### config.mk
export PLATFORM = sky130hd
export DESIGN_NAME = arcade_rom_loader
export DESIGN_NICKNAME = d
export VERILOG_FILES = /design/src/rtl/arcade_rom_loader.sv
export SDC_FILE = /design/constraint.sdc
export NUM_CORES = 1
export LEC_CHECK = 0
export CELL_PAD_IN_SITES_DETAIL_PLACEMENT = 1
export CELL_PAD_IN_SITES_GLOBAL_PLACEMENT = 1
export CORE_UTILIZATION = 49
export DETAILED_ROUTE_END_ITERATION = 8
export PLACE_DENSITY = 0.85
export SETUP_SLACK_MARGIN = 0.3
export SYNTH_ARGS = -nofsm -noshare
export SYNTH_HDL_FRONTEND = slang
export SYNTH_SLANG_ARGS = --single-unit
### constraint.sdc
create_clock -name clk_sys -period 11.4 [get_ports clk_sys]
set_clock_uncertainty 0.2 [all_clocks]
set_input_delay 1.14 -clock clk_sys [delete_from_list [all_inputs] [get_ports clk_sys]]
set_output_delay 1.14 -clock clk_sys [all_outputs]
set_load 0.01 [all_outputs]
### src/rtl/arcade_rom_loader.sv
// arcade_rom_loader: ROM download front-end for Arcade cores.
// Takes the data_io ioctl byte stream, keeps only bytes for ROM_INDEX, buffers
// them in a small FIFO and writes each byte to the RAM port using a toggle
// handshake. It also owns the core reset sequence: the sticky loaded flag,
// user reset, and a reset hold that runs after the download has drained.
//
// Ports:
//   clk_sys, reset_n         system clock, synchronous active-low reset
//   ioctl_download/index     download in progress / download target
//   ioctl_wr/addr/dout       byte strobe (rising edge counts), address, data
//   user_reset               status reset bit OR reset button
//   ram_req/ram_ack          toggle handshake; done when ram_ack == ram_req
//   ram_we/addr/din/ds       write enable, word address, replicated byte, strobes
//   rom_loaded               sticky, a ROM download has completed
//   core_reset               active-high reset to the game core
//   overflow                 sticky, a byte was dropped on a full FIFO
//   busy                     FIFO non-empty or write outstanding
//   checksum                 (ARCADE_ROM_LOADER_CHECKSUM_EN only) 16-bit sum of
//                            accepted bytes, cleared at each download start
//
// Optional feature macro: ARCADE_ROM_LOADER_CHECKSUM_EN

module arcade_rom_loader #(
  parameter int unsigned ADDR_W     = 22,
  parameter int unsigned FIFO_DEPTH = 4,
  parameter logic [7:0]  ROM_INDEX  = 8'h00,
  parameter int unsigned RESET_HOLD = 16
) (
  input  logic              clk_sys,
  input  logic              reset_n,
  input  logic              ioctl_download,
  input  logic [7:0]        ioctl_index,
  input  logic              ioctl_wr,
  input  logic [24:0]       ioctl_addr,
  input  logic [7:0]        ioctl_dout,
  input  logic              user_reset,
  output logic              ram_req,
  input  logic              ram_ack,
  output logic              ram_we,
  output logic [ADDR_W-1:0] ram_addr,
  output logic [15:0]       ram_din,
  output logic [1:0]        ram_ds,
  output logic              rom_loaded,
  output logic              core_reset,
  output logic              overflow,
`ifdef ARCADE_ROM_LOADER_CHECKSUM_EN
  output logic [15:0]       checksum,
`endif
  output logic              busy
);

  localparam int unsigned IDX_W   = $clog2(FIFO_DEPTH);
  localparam int unsigned PTR_W   = IDX_W + 1;
  localparam int unsigned HOLD_W  = $clog2(RESET_HOLD + 1);
  localparam int unsigned ENTRY_W = 25 + 8;

  typedef enum logic [1:0] {ST_IDLE, ST_ISSUE, ST_WAIT} state_t;

  state_t               state;
  logic                 wr_q;
  logic                 dl_q;
  logic [PTR_W-1:0]     wptr;
  logic [PTR_W-1:0]     rptr;
  logic [HOLD_W-1:0]    hold_cnt;
  logic [ENTRY_W-1:0]   fifo_mem [FIFO_DEPTH];

  logic                 idx_match;
  logic                 accept;
  logic                 fifo_empty;
  logic                 fifo_full;
  logic                 pop;
  logic                 push;
  logic                 txn_done;
  logic                 dl_fall;
  logic                 busy_nxt;
  logic [PTR_W-1:0]     wptr_nxt;
  logic [PTR_W-1:0]     rptr_nxt;
  logic [ENTRY_W-1:0]   head;
  logic [24:0]          head_addr;
  logic [7:0]           head_data;

  // Strobe qualification, FIFO status and next-cycle busy
  always_comb begin
    idx_match  = (ioctl_index == ROM_INDEX);
    accept     = ioctl_wr & ~wr_q & ioctl_download & idx_match;
    fifo_empty = (wptr == rptr);
    fifo_full  = (wptr[PTR_W-1] != rptr[PTR_W-1]) &&
                 (wptr[IDX_W-1:0] == rptr[IDX_W-1:0]);
    pop        = (state == ST_IDLE) && !fifo_empty;
    // A pop in the same cycle frees the slot, so a full FIFO can still take the byte
    push       = accept && (!fifo_full || pop);
    txn_done   = (state == ST_WAIT) && (ram_ack == ram_req);
    dl_fall    = dl_q & ~ioctl_download & idx_match;
    wptr_nxt   = wptr + PTR_W'(push);
    rptr_nxt   = rptr + PTR_W'(pop);
    head       = fifo_mem[rptr[IDX_W-1:0]];
    head_addr  = head[ENTRY_W-1:8];
    head_data  = head[7:0];
    // busy is registered but tracks the decode of the next-cycle state exactly
    busy_nxt   = (wptr_nxt != rptr_nxt) ||
                 ((state == ST_IDLE) ? !fifo_empty : !txn_done);
  end

  // FIFO storage; contents need no reset
  always_ff @(posedge clk_sys) begin
    if (push) fifo_mem[wptr[IDX_W-1:0]] <= {ioctl_addr, ioctl_dout};
  end

  // Write FSM, FIFO pointers and core reset sequencing
  always_ff @(posedge clk_sys) begin
    if (!reset_n) begin
      state      <= ST_IDLE;
      // Edge detectors start from the live inputs so held levels do not fire
      wr_q       <= ioctl_wr;
      dl_q       <= ioctl_download;
      wptr       <= '0;
      rptr       <= '0;
      busy       <= 1'b0;
      ram_req    <= ram_ack;
      ram_we     <= 1'b0;
      ram_addr   <= '0;
      ram_din    <= '0;
      ram_ds     <= '0;
      rom_loaded <= 1'b0;
      overflow   <= 1'b0;
      core_reset <= 1'b1;
      hold_cnt   <= HOLD_W'(RESET_HOLD);
    end else begin
      wr_q <= ioctl_wr;
      dl_q <= ioctl_download;
      wptr <= wptr_nxt;
      rptr <= rptr_nxt;
      busy <= busy_nxt;

      if (accept && fifo_full && !pop) overflow <= 1'b1;

      case (state)
        ST_IDLE: begin
          if (!fifo_empty) begin
            ram_addr <= ADDR_W'(head_addr >> 1);
            ram_din  <= {head_data, head_data};
            ram_ds   <= {head_addr[0], ~head_addr[0]};
            ram_we   <= 1'b1;
            state    <= ST_ISSUE;
          end
        end
        ST_ISSUE: begin
          ram_req <= ~ram_req;
          state   <= ST_WAIT;
        end
        ST_WAIT: begin
          if (txn_done) begin
            ram_we <= 1'b0;
            state  <= ST_IDLE;
          end
        end
        default: state <= ST_IDLE;
      endcase

      // Hold only counts once the FIFO has drained
      if (dl_fall) begin
        rom_loaded <= 1'b1;
        hold_cnt   <= HOLD_W'(RESET_HOLD);
      end else if (!busy && hold_cnt != '0) begin
        hold_cnt <= hold_cnt - HOLD_W'(1);
      end

      core_reset <= user_reset | ~rom_loaded | (ioctl_download & idx_match) |
                    (hold_cnt != '0);
    end
  end

`ifdef ARCADE_ROM_LOADER_CHECKSUM_EN
  logic dl_rise;
  assign dl_rise = ~dl_q & ioctl_download & idx_match;

  // Sum of bytes that actually entered the FIFO; a byte landing on the start edge counts
  always_ff @(posedge clk_sys) begin
    if (!reset_n) begin
      checksum <= '0;
    end else if (dl_rise) begin
      checksum <= push ? 16'(ioctl_dout) : 16'h0000;
    end else if (push) begin
      checksum <= checksum + 16'(ioctl_dout);
    end
  end
`endif

endmodule

Word-level counts from Yosys, hierarchy flattened:

Memory sizes are Yosys's and may differ from the RTL's. A register that Yosys moved wholly into a read port is not among the register bits.
Index checks and enable logic that the tools add are counted.

* equality and inequality tests: 10
* $add $sub $neg: 3
* mux-type cells: 12
* reductions and logical operators: 22
* bitwise logic cells: 16

Operators with widths (count)
* logical NOT 8 bit: 1
* logical AND 1 bit: 7
* two-way mux 1 bit: 7
* NOT 1 bit: 7
* adder 3 x 1 -> 3 bit: 2
* AND 1 bit: 6
* two-way mux 2 bit: 3
* case mux 2 bit (3 select lines): 1
* logical NOT 1 bit: 5
* nonzero test 5 bit: 1
* subtractor 5 x 1 -> 5 bit (second input constant): 1
* inequality test 2 bit (second input constant): 2
* AND reduction 2 bit: 2
* equality test 3 bit: 1
* inequality test 3 bit: 1
* OR 1 bit: 3
* AND reduction 3 bit: 1
* equality test 2 x 1 -> 1 bit (second input constant): 1
* equality test 2 bit: 1
* equality test 2 bit (second input constant): 1
* logical NOT 2 bit: 1
* logical OR 1 bit: 2
* inequality test 2 x 1 -> 1 bit (second input constant): 1
* case mux 1 bit (2 select lines): 1
* other kinds (4): 4

* memory bits (writable): 132
* memories kept: 1
* bits in registers: 61
* output and inout port bits: 46

Memory list
* fifo_mem: depth 4, width 33, rd ports 1, clocked after memory_dff 1, wr ports 1, line 65 `logic [ENTRY_W-1:0] fifo_mem [FIFO_DEPTH];`

Logic depth before layout (Yosys ltp):

* word-level depth: 8
* depth in mapped cells: 11

Least setup slack after synthesis:

OpenSTA, ideal clock, no wires.

* path type: input -> register
* from: in ioctl_index[5]
* to: mem fifo_mem[2][0] (netlist bit), enable pin
* arrival time: 4.237 ns
* setup time: 0.464 ns
* required time: 10.736 ns
* slack: 6.498 ns
* buffers on the path: 0
* cell stages on the path: 4
* path through: nor4_1 > nand4_1 > nand2b_1 > nor3b_1

* cells in the longest elaborated chain, start to end: 5

Ends and longest elaborated chain
* start: declaration: line 32 `input logic [7:0] ioctl_index,`
* logical NOT 8 bit: line 84 `idx_match = (ioctl_index == ROM_INDEX);`
* AND 1 bit: line 85 `accept = ioctl_wr & ~wr_q & ioctl_download & idx_match;`
* logical AND 1 bit: line 91 `push = accept && (!fifo_full || pop);`
* two-way mux 1 bit: line 106 `if (push) fifo_mem[wptr[IDX_W-1:0]] <= {ioctl_addr, ioctl_dout};`
* two-way mux 1 bit (implied by the code): line 106
* end: declaration: line 65

No other way between the ends.

Worst setup path after layout:

* from: in ioctl_index[5]
* to: mem fifo_mem[3][22] (netlist bit), enable pin

Same word-level chain as after synthesis.

==> out/metrics.csv <==
stage,metric,value,unit
synthesis,share of async-settable or async-resettable flops after synthesis,0,
sta,post-route minimum period,3690,ps
global_routing,number of global-route vias before repair,4215,
sta,max_slew headroom,0.405,
power,clock power share,0.444,
final_layout,Layout Nets,550,
power,Power per Cell Area,172,nW/um2
clocking,clock sinks,177,
setup_path,CP bufs+invs,2,
floorplan,die area,14000,um2
route,Met1 Wirelength,5.99,mm
setup_path,Crit-path slowest cell,and3_2,
status,status,completed,
final_layout,fin area,8320,um2
power,leak pwr,0.00274,uW
sta,setup ws final,7710,ps
floorplan,Row Count,42,
route,DR pass1 iterations,4,
setup_path,Crit path max-delay family,simple AND/OR/NAND/NOR gates,
clocking,hold_buf cts,0,
sta,Fin. Hold Viols,0,
setup_path,crit path cell chain,clkdlybuf4s50_1 > nor4_1 > nand4_1 > nand2b_1 > inv_1 > and3_2,
route,DRC,0,
route,max layer used,met4,
synthesis,Synth Flop Type,edfxtp_1,
power,Final Total Pwr,1430,uW
clocking,CTS resizes,0,
clocking,Worst-path clk slew,60,ps
placement,RD Place Congestion,0.732,
route,Final ANT Viol Nets,0,
clocking,# H-tree levels,4,
placement,post-DP HPWL,8.01,mm
setup_path,Worst Path Max Fanout,31,
final_layout,"most common cell after layout, fill and taps aside",edfxtp_1,
sta,fmax,0.271,GHz
sta,Tightest Pin Transition,892,ps
clocking,cts bufs inserted,17,
global_routing,largest net degree at the start of global routing,81,
route,routed length on met2,7.95,mm
setup_path,Setup CP Type,primary input to flop,
route,mean routed wirelength per cell,21.9,um
placement,DP Worst Slack,7290,ps
global_routing,All-Layer GR Usage,0.230,
sta,final setup fails,0,
global_routing,total global routing overflow,0,
global_routing,initial antenna violation count,0,
floorplan,num ports,93,
clocking,CTS tree,yes,
synthesis,Post-Syn Area,6650,um2
clocking,clock insertion delay at the later pin of the skew report,440,ps
setup_path,worst path required time,11260,ps
route,1st-iter DRT viols,218,
floorplan,die width,118,um
route,WL final,15.0,mm
placement,Port Buffers,90,
clocking,Longest Clk Path Bufs,2,
synthesis,syn_area_per_cell,16.1,um2
route,Via Count,3855,
route,met3 wire length,699,um
floorplan,die height,118,um
setup_path,crit path launch type,primary input,
power,Net Sw Frac,0.211,
power,NetSw,303,uW
global_routing,first-pass GRT wire length,23.4,mm
setup_path,Worst setup EP type,flop,
synthesis,"Seq/Total Area, Yosys",0.722,
sta,Final period util,0.323,
synthesis,post-synthesis cell type count,38,
synthesis,"FF+latch count, synth",177,
final_layout,area grow syn2layout,25.2,%
final_layout,Post-Route Utilization,0.628,
power,Comb power frac,0.061,
power,cell-internal power,1130,uW
sta,Setup TNS,0,ps
power,Sequential Power Share,0.494,
placement,"Cell Area, Placed",7670,um2
flow_run,maxcap violations,0,
clocking,postcts setup bufs,0,
synthesis,Mapped Cells,412,
floorplan,Starting Density,0.502,
synthesis,Post-synth EDFFs,125,
synthesis,Yosys warning count,0,
setup_path,Worst Path Arrival,3540,ps
final_layout,"commonest non-fill, non-tap cells in the layout","edfxtp_1, clkdlybuf4s50_1, dfxtp_1, nand2_1, nand3_1",
final_layout,ANT cells,0,
power,worst vdd ir,0.141,mV
min_path,type of the tightest min-delay check,flop to flop,
route,vias per cell,5.61,
sta,RSZ-0062 raised after global routing,false,
clocking,Root Driver,clkbuf_16,
setup_path,Critical Path Max Stage Delay,790,ps
final_layout,share of layout cells above drive strength 1,0.155,
sta,"Slew Viols, Final",0,
floorplan,Core ar.,13200,um2
synthesis,syn nets,464,
==> final timing paths <==
path | start | endpoint | slack (ps) | depth (start not counted)
setup / recovery | ioctl_index[5] | fifo_mem[3][22] | 7710 | 6
hold / removal | rom_loaded | core_reset | 210 | 1
setup reg to reg | rptr[1] | busy | 7810 | 8
hold reg to reg | rom_loaded | core_reset | 210 | 1
==> through the flow <==
stage	hold slack, ps	cells
5_1_grt	244	687
4_1_cts	215	687
6_report	207	687
2_1_floorplan	226	412
3_3_place_gp	191	655
3_5_place_dp	203	655
==> routing by layer <==
| layer | up-vias | track usage |
|---|---|---|
| li1 | 1729 | - |
| met1 | 1967 | 0.272 |
| met2 | 125 | 0.393 |
| met3 | 34 | 0.0516 |
| met4 | 0 | 0.124 |
| met5 | - | 0 |
==> flip-flops by register name, summed over array words and instances, names as in the netlist <==
signal,cells
rptr,3
core_reset,1
wptr,3
wr_q,1
ram_din,8
state,2
overflow,1
busy,1
dl_q,1
ram_ds,2
ram_we,1
ram_addr,22
hold_cnt,5
fifo_mem,124
rom_loaded,1
ram_req,1
==> Yosys cell counts (7+ instances only) <==
library cell,count,area [um2]
and2_1,7,43.8
buf_2,9,45.0
buf_4,10,75.1
clkbuf_1,11,41.3
dfxtp_1,52,1040
edfxtp_1,125,3750
inv_1,7,26.3
mux4_2,31,698
nand2_1,35,131
nand3_1,34,170
o21ai_0,30,150
xnor2_1,8,70.1
==> final cells by class <==
class	count	area [um2]
fillers	1203	4930
flip-flops and latches	177	4800
multi-input cells	196	1670
repair buffers	99	963
clock buffers	18	429
well taps	176	220
clock inverters	14	213
inverters	7	26.3
==> power by group through the flow <==
stage	Sequential (uW)	Combinational, uW	Clock (uW)
4_1_cts	709	88.4	642
3_5_place_dp	723	86.3	0
2_1_floorplan	722	46.9	0
6_report	709	88.0	638
5_1_grt	710	96.4	664
3_3_place_gp	721	78.7	0
==> cells by family (layout without fill, tap and decap cells) <==
group	after synthesis	in the layout	synth area share
muxes	32	32	0.107
adders and majority gates	5	5	0.00941
xor gates and xnor gates	13	13	0.0171
AOI/OAI and AO/OA	44	44	0.0388
buffers and inverters	39	138	0.0316
DFF	177	177	0.722
and+or+nand+nor	102	102	0.0749
==> worst register-to-register path, delay by kind of cell (launching register included) <==
kind            cells  cell delay (ps)
compound gates      2              430
fa+ha+maj           2              580
buf+inv             1              600
simple gates        1              250
flops               1              910
xor+xnor            2              490
(Power assumes the default switching activity.)
